File: src/rtl/pc_fetch_if.sv
// Fetch-control bus between pc_fetch (master) and the ROM/execute side (slave).
// PC_FETCH_INSTR_CNT_EN adds the instr_cnt observation signal.
interface pc_fetch_if #(
    parameter int PC_W = 16
);
    logic            start;
    logic [PC_W-1:0] start_addr;
    logic            stall;
    logic [3:0]      opcode;
    logic [PC_W-1:0] jmp_loc;
    logic            branch_taken;
    logic [PC_W-1:0] pc;
    logic            running;
    logic            done;
`ifdef PC_FETCH_INSTR_CNT_EN
    logic [15:0]     instr_cnt;

    modport master (
        input  start, start_addr, stall, opcode, jmp_loc, branch_taken,
        output pc, running, done, instr_cnt
    );
    modport slave (
        output start, start_addr, stall, opcode, jmp_loc, branch_taken,
        input  pc, running, done, instr_cnt
    );
`else
    modport master (
        input  start, start_addr, stall, opcode, jmp_loc, branch_taken,
        output pc, running, done
    );
    modport slave (
        output start, start_addr, stall, opcode, jmp_loc, branch_taken,
        input  pc, running, done
    );
`endif
endinterface

File: src/rtl/pc_fetch.sv
// Program counter and fetch sequencing (IDLE/RUN/HALTED) with jump/branch redirect.
// Optional PC_FETCH_INSTR_CNT_EN: saturating count of issued (non-stalled, non-HALT) RUN cycles.
module pc_fetch #(
    parameter int              PC_W     = 16,
    parameter logic [PC_W-1:0] RESET_PC = {PC_W{1'b0}}
) (
    input  logic          clk,
    input  logic          rst_n,
    pc_fetch_if.master    bus
);
    localparam logic [1:0]      ST_IDLE   = 2'b00;
    localparam logic [1:0]      ST_RUN    = 2'b01;
    localparam logic [1:0]      ST_HALTED = 2'b10;
    localparam logic [3:0]      OP_JMP    = 4'b0010;
    localparam logic [3:0]      OP_BNE    = 4'b1010;
    localparam logic [3:0]      OP_BEQ    = 4'b1011;
    localparam logic [3:0]      OP_BLT    = 4'b1100;
    localparam logic [3:0]      OP_HALT   = 4'b1110;
    localparam logic [PC_W-1:0] PC_ONE    = {{(PC_W-1){1'b0}}, 1'b1};

    logic [1:0]      state_q, state_d;
    logic [PC_W-1:0] pc_q, pc_d;
    logic            running_q, done_q;

    // Next-state and next-pc decision; an X opcode falls to the default (increment) arm
    always_comb begin
        state_d = state_q;
        pc_d    = pc_q;
        case (state_q)
            ST_IDLE, ST_HALTED: begin
                if (bus.start) begin
                    pc_d    = bus.start_addr;
                    state_d = ST_RUN;
                end else begin
                    pc_d    = pc_q;
                    state_d = state_q;
                end
            end
            ST_RUN: begin
                if (bus.stall) begin
                    pc_d = pc_q;
                end else begin
                    case (bus.opcode)
                        OP_HALT: state_d = ST_HALTED;
                        OP_JMP:  pc_d    = bus.jmp_loc;
                        OP_BNE, OP_BEQ, OP_BLT: begin
                            if (bus.branch_taken) begin
                                pc_d = bus.jmp_loc;
                            end else begin
                                pc_d = pc_q + PC_ONE;
                            end
                        end
                        default: pc_d = pc_q + PC_ONE;
                    endcase
                end
            end
            default: begin
                state_d = ST_IDLE;
                pc_d    = RESET_PC;
            end
        endcase
    end

    // State, pc and status flags; flags follow the next state so they align with it
    always_ff @(posedge clk or negedge rst_n) begin
        if (!rst_n) begin
            state_q   <= ST_IDLE;
            pc_q      <= RESET_PC;
            running_q <= 1'b0;
            done_q    <= 1'b0;
        end else begin
            state_q   <= state_d;
            pc_q      <= pc_d;
            running_q <= (state_d == ST_RUN);
            done_q    <= (state_d == ST_HALTED);
        end
    end

    assign bus.pc      = pc_q;
    assign bus.running = running_q;
    assign bus.done    = done_q;

`ifdef PC_FETCH_INSTR_CNT_EN
    localparam logic [15:0] CNT_MAX = 16'hFFFF;
    logic [15:0] cnt_q, cnt_d;

    // Clear on accepted start, count issued RUN cycles, saturate at all-ones
    always_comb begin
        cnt_d = cnt_q;
        if (state_q != ST_RUN) begin
            if (bus.start) begin
                cnt_d = 16'h0000;
            end else begin
                cnt_d = cnt_q;
            end
        end else if (bus.stall) begin
            cnt_d = cnt_q;
        end else begin
            case (bus.opcode)
                OP_HALT: cnt_d = cnt_q;
                default: begin
                    if (cnt_q != CNT_MAX) begin
                        cnt_d = cnt_q + 16'h0001;
                    end else begin
                        cnt_d = cnt_q;
                    end
                end
            endcase
        end
    end

    // Counter register
    always_ff @(posedge clk or negedge rst_n) begin
        if (!rst_n) begin
            cnt_q <= 16'h0000;
        end else begin
            cnt_q <= cnt_d;
        end
    end

    assign bus.instr_cnt = cnt_q;
`endif
endmodule

File: src/flat_wrapper.sv
// flat-port wrapper written by rule: the top's interface ports become plain ports
module pc_fetch_flat 
#(
    parameter int              PC_W     = 16,
    parameter logic [PC_W-1:0] RESET_PC = {PC_W{1'b0}}
)
  (clk, rst_n, bus_start, bus_start_addr, bus_stall, bus_opcode, bus_jmp_loc, bus_branch_taken, bus_pc, bus_running, bus_done);
  pc_fetch_if #(.PC_W(PC_W)) bus_i ();
  input  logic clk;
  input  logic rst_n;
  input wire logic [$bits(bus_i.start)-1:0] bus_start;
  input wire logic [$bits(bus_i.start_addr)-1:0] bus_start_addr;
  input wire logic [$bits(bus_i.stall)-1:0] bus_stall;
  input wire logic [$bits(bus_i.opcode)-1:0] bus_opcode;
  input wire logic [$bits(bus_i.jmp_loc)-1:0] bus_jmp_loc;
  input wire logic [$bits(bus_i.branch_taken)-1:0] bus_branch_taken;
  output wire logic [$bits(bus_i.pc)-1:0] bus_pc;
  output wire logic [$bits(bus_i.running)-1:0] bus_running;
  output wire logic [$bits(bus_i.done)-1:0] bus_done;
  assign bus_i.start = bus_start;
  assign bus_i.start_addr = bus_start_addr;
  assign bus_i.stall = bus_stall;
  assign bus_i.opcode = bus_opcode;
  assign bus_i.jmp_loc = bus_jmp_loc;
  assign bus_i.branch_taken = bus_branch_taken;
  assign bus_pc = bus_i.pc;
  assign bus_running = bus_i.running;
  assign bus_done = bus_i.done;
  pc_fetch #(.PC_W(PC_W), .RESET_PC(RESET_PC)) u_core (.clk(clk), .rst_n(rst_n), .bus(bus_i));
endmodule
File: config.mk
export PLATFORM = sky130hd
export DESIGN_NAME = pc_fetch_flat
export DESIGN_NICKNAME = d
export VERILOG_FILES = /design/src/rtl/pc_fetch_if.sv /design/src/rtl/pc_fetch.sv /design/src/flat_wrapper.sv
export SDC_FILE = /design/constraint.sdc
export NUM_CORES = 1
export LEC_CHECK = 0
export ABC_CLOCK_PERIOD_IN_PS = 4100
export CORE_MARGIN = 4
export CORE_UTILIZATION = 30
export DETAILED_ROUTE_END_ITERATION = 7
export GPL_ROUTABILITY_DRIVEN = 0
export GPL_TIMING_DRIVEN = 0
export PLACE_DENSITY_LB_ADDON = 0.1
export SETUP_SLACK_MARGIN = 0.3
export SLEW_MARGIN = 30
export SYNTH_ARGS = -nofsm -noshare
export SYNTH_HDL_FRONTEND = slang
export SYNTH_SLANG_ARGS = --single-unit
File: constraint.sdc
create_clock -name clk -period 4.1 [get_ports clk]
set_clock_uncertainty 0.2 [all_clocks]
set_input_delay 0.41 -clock clk [delete_from_list [all_inputs] [get_ports clk]]
set_output_delay 0.41 -clock clk [all_outputs]
set_load 0.01 [all_outputs]
# After elaboration in Yosys (flattened, before gate mapping)

Cells that the tools add are included.

Bits in registers: 20
Output and inout bits: 18

Add/subtract/negate cells: 1
Equality and inequality tests: 12
Muxes and demuxes: 9
Reduce and logical (&&, ||, !) cells: 4

Operator list:

| kind                                                                   | count |
|---|---|
| 16-bit two-way mux                                                     | 3 |
| 16-bit case mux with 3 select lines                                    | 1 |
| 16-bit case mux with 2 select lines                                    | 1 |
| 16-bit by 1-bit adder with 16-bit output (second input constant)       | 1 |
| 4-bit equality test (second input constant)                            | 4 |
| 2-bit two-way mux                                                      | 3 |
| 2-bit inequality test (second input constant)                          | 3 |
| 2-bit by 1-bit equality test with 1-bit output (second input constant) | 2 |
| 2-bit equality test (second input constant)                            | 2 |
| 4-bit by 2-bit equality test with 1-bit output (second input constant) | 1 |
| 2-bit case mux with 2 select lines                                     | 1 |
| 3-bit AND reduction                                                    | 1 |
| 3-bit OR reduction                                                     | 1 |
| 2-bit logical NOT                                                      | 1 |
| 2-bit OR reduction                                                     | 1 |

# Logic depth before layout (Yosys ltp)

Depth after elaboration: 5
Gate-level depth with buffers: 6

# Worst setup path before layout

No wires, ideal clock.

Path type: input-to-reg
Start: input port bus_opcode[2]
End: register u_core.pc_q[15], in the netlist u_core.bus.pc[15]
Data arrival time: 1.523 ns
Required time: 3.774 ns
Slack: 2.251 ns
Cell stages on the path: 6
Buffers on the path: 1
Cells stage by stage: nand2_1 -> or4b_4 -> buf_6 -> a21oi_2 -> a311oi_1 -> a221o_1

Word-level cells in the longest chain between the ends: 5
Elaborated cells on any way between the ends: 11

RTL lines:

| item                                | line               | RTL |
|---|---|---|
| from (decl)                         | flat_wrapper.sv:14 | `input wire logic [$bits(bus_i.opcode)-1:0] bus_opcode;` |
| 4-bit equality test                 | pc_fetch.sv:43     | `case (bus.opcode)` |
| 3-bit OR reduction                  | pc_fetch.sv:43     |  |
| 16-bit case mux with 3 select lines | pc_fetch.sv:43     |  |
| 16-bit two-way mux                  | pc_fetch.sv:40     | `if (bus.stall) begin` |
| 16-bit case mux with 2 select lines | pc_fetch.sv:29     | `case (state_q)` |
| to (signal assigned)                | pc_fetch.sv:73     | `pc_q <= pc_d;` |
| to (decl)                           | pc_fetch.sv:22     | `logic [PC_W-1:0] pc_q, pc_d;` |

Several ways; a longest one is shown, not always the timed one. The select of a mux whose other input is x is not followed.
A chain may end at the register's enable or synchronous reset.

# Worst setup path in the final report

Start: input port bus_opcode[0]
End: register u_core.pc_q[15], in the netlist u_core.bus.pc[15]

The elaborated chain is that of the path after synthesis.

==> flow_summary.rst <==
.. list-table::
   :header-rows: 1

   * - Metric
     - Value
   * - Outcome
     - finished clean
   * - Antenna fix cells
     - 0
   * - Placeable Area
     - 4750 sq um
   * - Largest net degree at the start of global routing
     - 21
   * - Async S/R FF share, synth
     - 100%
   * - Starting utilization of the core area
     - 31.1%
   * - Final antenna-violating net count
     - 0
   * - Number of nets at the end of the flow
     - 276
   * - Category of the worst setup path capture point
     - flip-flop
   * - Final Hold Fails
     - 0
   * - Dominant cell by count in the synthesized netlist
     - sky130_fd_sc_hd__dfrtp_1
   * - Part of the cycle the worst path needs
     - 55.2%
   * - First-pass GRT wire length
     - 7.27 mm
   * - Drt via density
     - 5.02
   * - Final wirelength
     - 4.57 mm
   * - Post-Synthesis Cell Area
     - 1480 sq um
   * - Post-Route Setup TNS
     - 0 ns
   * - Power consumption
     - 1.27 mW
   * - Cells resized by post-CTS repair
     - 0
   * - GRT overflow
     - 0
   * - RSZ-0062 raised after global routing
     - no
   * - Std cell rows
     - 25
   * - Number of port buffers
     - 57
   * - Mapped Nets
     - 213
   * - TritonCTS clock tree
     - yes
   * - Max Slew Vio Count
     - 0
   * - Root buffer cell
     - sky130_fd_sc_hd__clkbuf_8
   * - Number of fill cells in the layout
     - 493
   * - # setup viols final
     - 0
   * - Horizontal die dimension
     - 78.2 microns
   * - DR DRC count
     - 0
   * - Number of distinct library cells after synthesis
     - 50
   * - Data required time of the critical path
     - 4.04 ns
   * - Post-route insts no fill
     - 300
   * - Final worst path period need
     - 2.26 ns
   * - Worst setup slack after layout
     - 1.84 ns
   * - Clock input transition at the sequential cells of the worst setup and hold paths
     - 0.07 ns
   * - Wire per inst
     - 15.2 microns
   * - Total half-perimeter wirelength after legalization and detailed placement
     - 3.43 mm
   * - Ys flop type
     - sky130_fd_sc_hd__dfrtp_1
   * - Area share of the largest cell type after synthesis
     - 33.8%
   * - Die Y-Extent
     - 78.2 microns
   * - Via count of the first global-routing pass
     - 1480
   * - Finished Core Util
     - 46.1%
   * - Synth warn
     - 0
   * - Seq cells post-synth
     - 20
   * - Top cells by count, synth
     - sky130_fd_sc_hd__dfrtp_1 (20), sky130_fd_sc_hd__nor2_1 (15), sky130_fd_sc_hd__mux2i_1 (14)
   * - Number of top-level design ports
     - 59
   * - Kind of launch point of the worst setup path
     - input pin
   * - Number of antenna violations at the first check in global routing
     - 0
   * - Number of placed cells counting well taps
     - 295
   * - Worst voltage drop across the vdd grid
     - 0.328 mV
   * - H-tree depth reported by CTS
     - 1
   * - Post-CTS setup-driven buffer insertion count
     - 0
   * - Maximum clock frequency
     - 442 MHz
   * - Tot GR Track Use
     - 14.9%
   * - Clock buffers created by TritonCTS
     - 3
   * - Layout cell share with drive strength beyond 1
     - 6.87%
   * - Category of the most critical setup path
     - in2reg
   * - Maximum root-to-sink buffer count
     - 2
   * - Total placed instance area
     - 2130 sq um
   * - DR iter-0 viols
     - 66
   * - Clk sink count
     - 20
   * - EDFF count, synth
     - 0
   * - Avg Synthesized Cell Area
     - 8.65 sq um
   * - Worst-case setup slack after placement
     - 1.57 ns
   * - Sequential area share after synthesis
     - 33.8%
   * - Power Dens Cells
     - 577 nW/um^2
   * - Cell type contributing the most total cell area after synthesis
     - sky130_fd_sc_hd__dfrtp_1
   * - Total via count after detailed routing
     - 1506
   * - Cts hold-fix bufs
     - 1
   * - Cell area after layout
     - 2190 sq um
   * - Tightest slew margin relative to the limit
     - 64.7%
   * - Crit Path Max Fanout
     - 7
   * - CP Data Arrival Time
     - 2.21 ns
   * - Clock latency of the later-clocked register in the worst-skew pair
     - 0.27 ns
   * - Max cap viols
     - 0
   * - Area growth, synth to finish
     - 48.3%
   * - Area contributors post-synth
     - sky130_fd_sc_hd__dfrtp_1 (34%), sky130_fd_sc_hd__mux2i_1 (9.5%), sky130_fd_sc_hd__xor2_1 (5.3%), sky130_fd_sc_hd__nor2_1 (3.8%), sky130_fd_sc_hd__a21oi_1 (3.0%)
   * - Synthesized instance count
     - 171
   * - Static leakage power
     - 0.918 nW
   * - Measured slew at the worst slew-check pin
     - 0.530 ns
   * - Number of detailed-routing iterations run before antenna repair
     - 4
   * - Worst-case hold slack
     - 0.350 ns
   * - Die Footprint
     - 6120 sq um
   * - Type of the worst min-delay path
     - reg2reg
## flip-flops by register name (all words and copies together) (netlist names)
name / count
u_core.bus.pc: 16
u_core.bus.done: 1
u_core.state_q: 2
u_core.bus.running: 1
## final cells by class
class | count | area (sq um) | share of cell area, %
clock buffers | 4 | 55.1 | 2.51
inverters | 7 | 26.3 | 1.20
repair buffers | 58 | 576 | 26.2
plain buffers | 9 | 48.8 | 2.22
well taps | 67 | 83.8 | 3.82
flip-flops and latches | 20 | 500 | 22.8
multi-input cells | 135 | 903 | 41.2
## cell usage in the layout, fill, tap and decap left out, types with 2 or more instances in the layout
cell type	Yosys	layout
sky130_fd_sc_hd__clkdlybuf4s50_1	0	56
sky130_fd_sc_hd__dfrtp_1	20	20
sky130_fd_sc_hd__nor2_1	15	15
sky130_fd_sc_hd__mux2i_1	14	14
sky130_fd_sc_hd__xor2_1	9	9
sky130_fd_sc_hd__a21oi_1	9	9
sky130_fd_sc_hd__o21ai_0	9	9
sky130_fd_sc_hd__nand3_1	9	9
sky130_fd_sc_hd__inv_1	7	7
sky130_fd_sc_hd__nand2_1	7	7
sky130_fd_sc_hd__nor3_1	6	6
sky130_fd_sc_hd__a31oi_1	5	5
sky130_fd_sc_hd__clkbuf_1	4	4
sky130_fd_sc_hd__nand2b_1	4	4
sky130_fd_sc_hd__nor2b_1	4	4
sky130_fd_sc_hd__o22ai_1	4	4
sky130_fd_sc_hd__clkbuf_8	0	4
sky130_fd_sc_hd__buf_2	2	3
sky130_fd_sc_hd__nor4_1	3	3
sky130_fd_sc_hd__o211ai_1	3	3
sky130_fd_sc_hd__a22o_1	2	2
sky130_fd_sc_hd__nand4_1	2	2
sky130_fd_sc_hd__o21a_1	2	2
sky130_fd_sc_hd__xnor2_1	2	2
sky130_fd_sc_hd__nor3b_1	2	2
## logic make-up after synthesis
group           share of synthesized area, %
flops                                   33.8
buf+inv                                 5.08
simple gates                            22.0
compound gates                          22.3
mux                                     9.48
xor+xnor                                6.51
fa+ha+maj                              0.846
## power breakdown
group	internal (mW)	switching [mW]
Sequential	0.284	0.112
Combinational	0.366	0.347
Clock	0.0857	0.0714
Total	0.736	0.530
## final timing paths
kind	slack (ns)	startpoint	cells past startpoint	endpoint
setup / recovery	1.84	bus_opcode[0]	6	u_core.bus.pc[15]
hold / removal	0.35	u_core.state_q[1]	1	u_core.state_q[1]
setup reg to reg	2.00	u_core.state_q[0]	6	u_core.bus.pc[5]
hold reg to reg	0.35	u_core.state_q[1]	1	u_core.state_q[1]
max in group asynchronous	2.90	rst_n	2	u_core.bus.pc[14]
min in group asynchronous	0.44	rst_n	2	u_core.bus.pc[1]
## layer usage
metal  GRT usage (%)  wire [microns]
met5               0               0
met4            2.62              27
met3            3.78             271
met2            24.7            2170
met1            19.8            2100
## worst max-delay path: stages
cell and delay (ns):
sky130_fd_sc_hd__clkdlybuf4s50_1 0.52, sky130_fd_sc_hd__and4b_1 0.24, sky130_fd_sc_hd__o21a_1 0.27, sky130_fd_sc_hd__or2_1 0.23, sky130_fd_sc_hd__clkbuf_1 0.20, sky130_fd_sc_hd__a221o_1 0.33
Note: power is estimated with default switching activity, not from simulation.
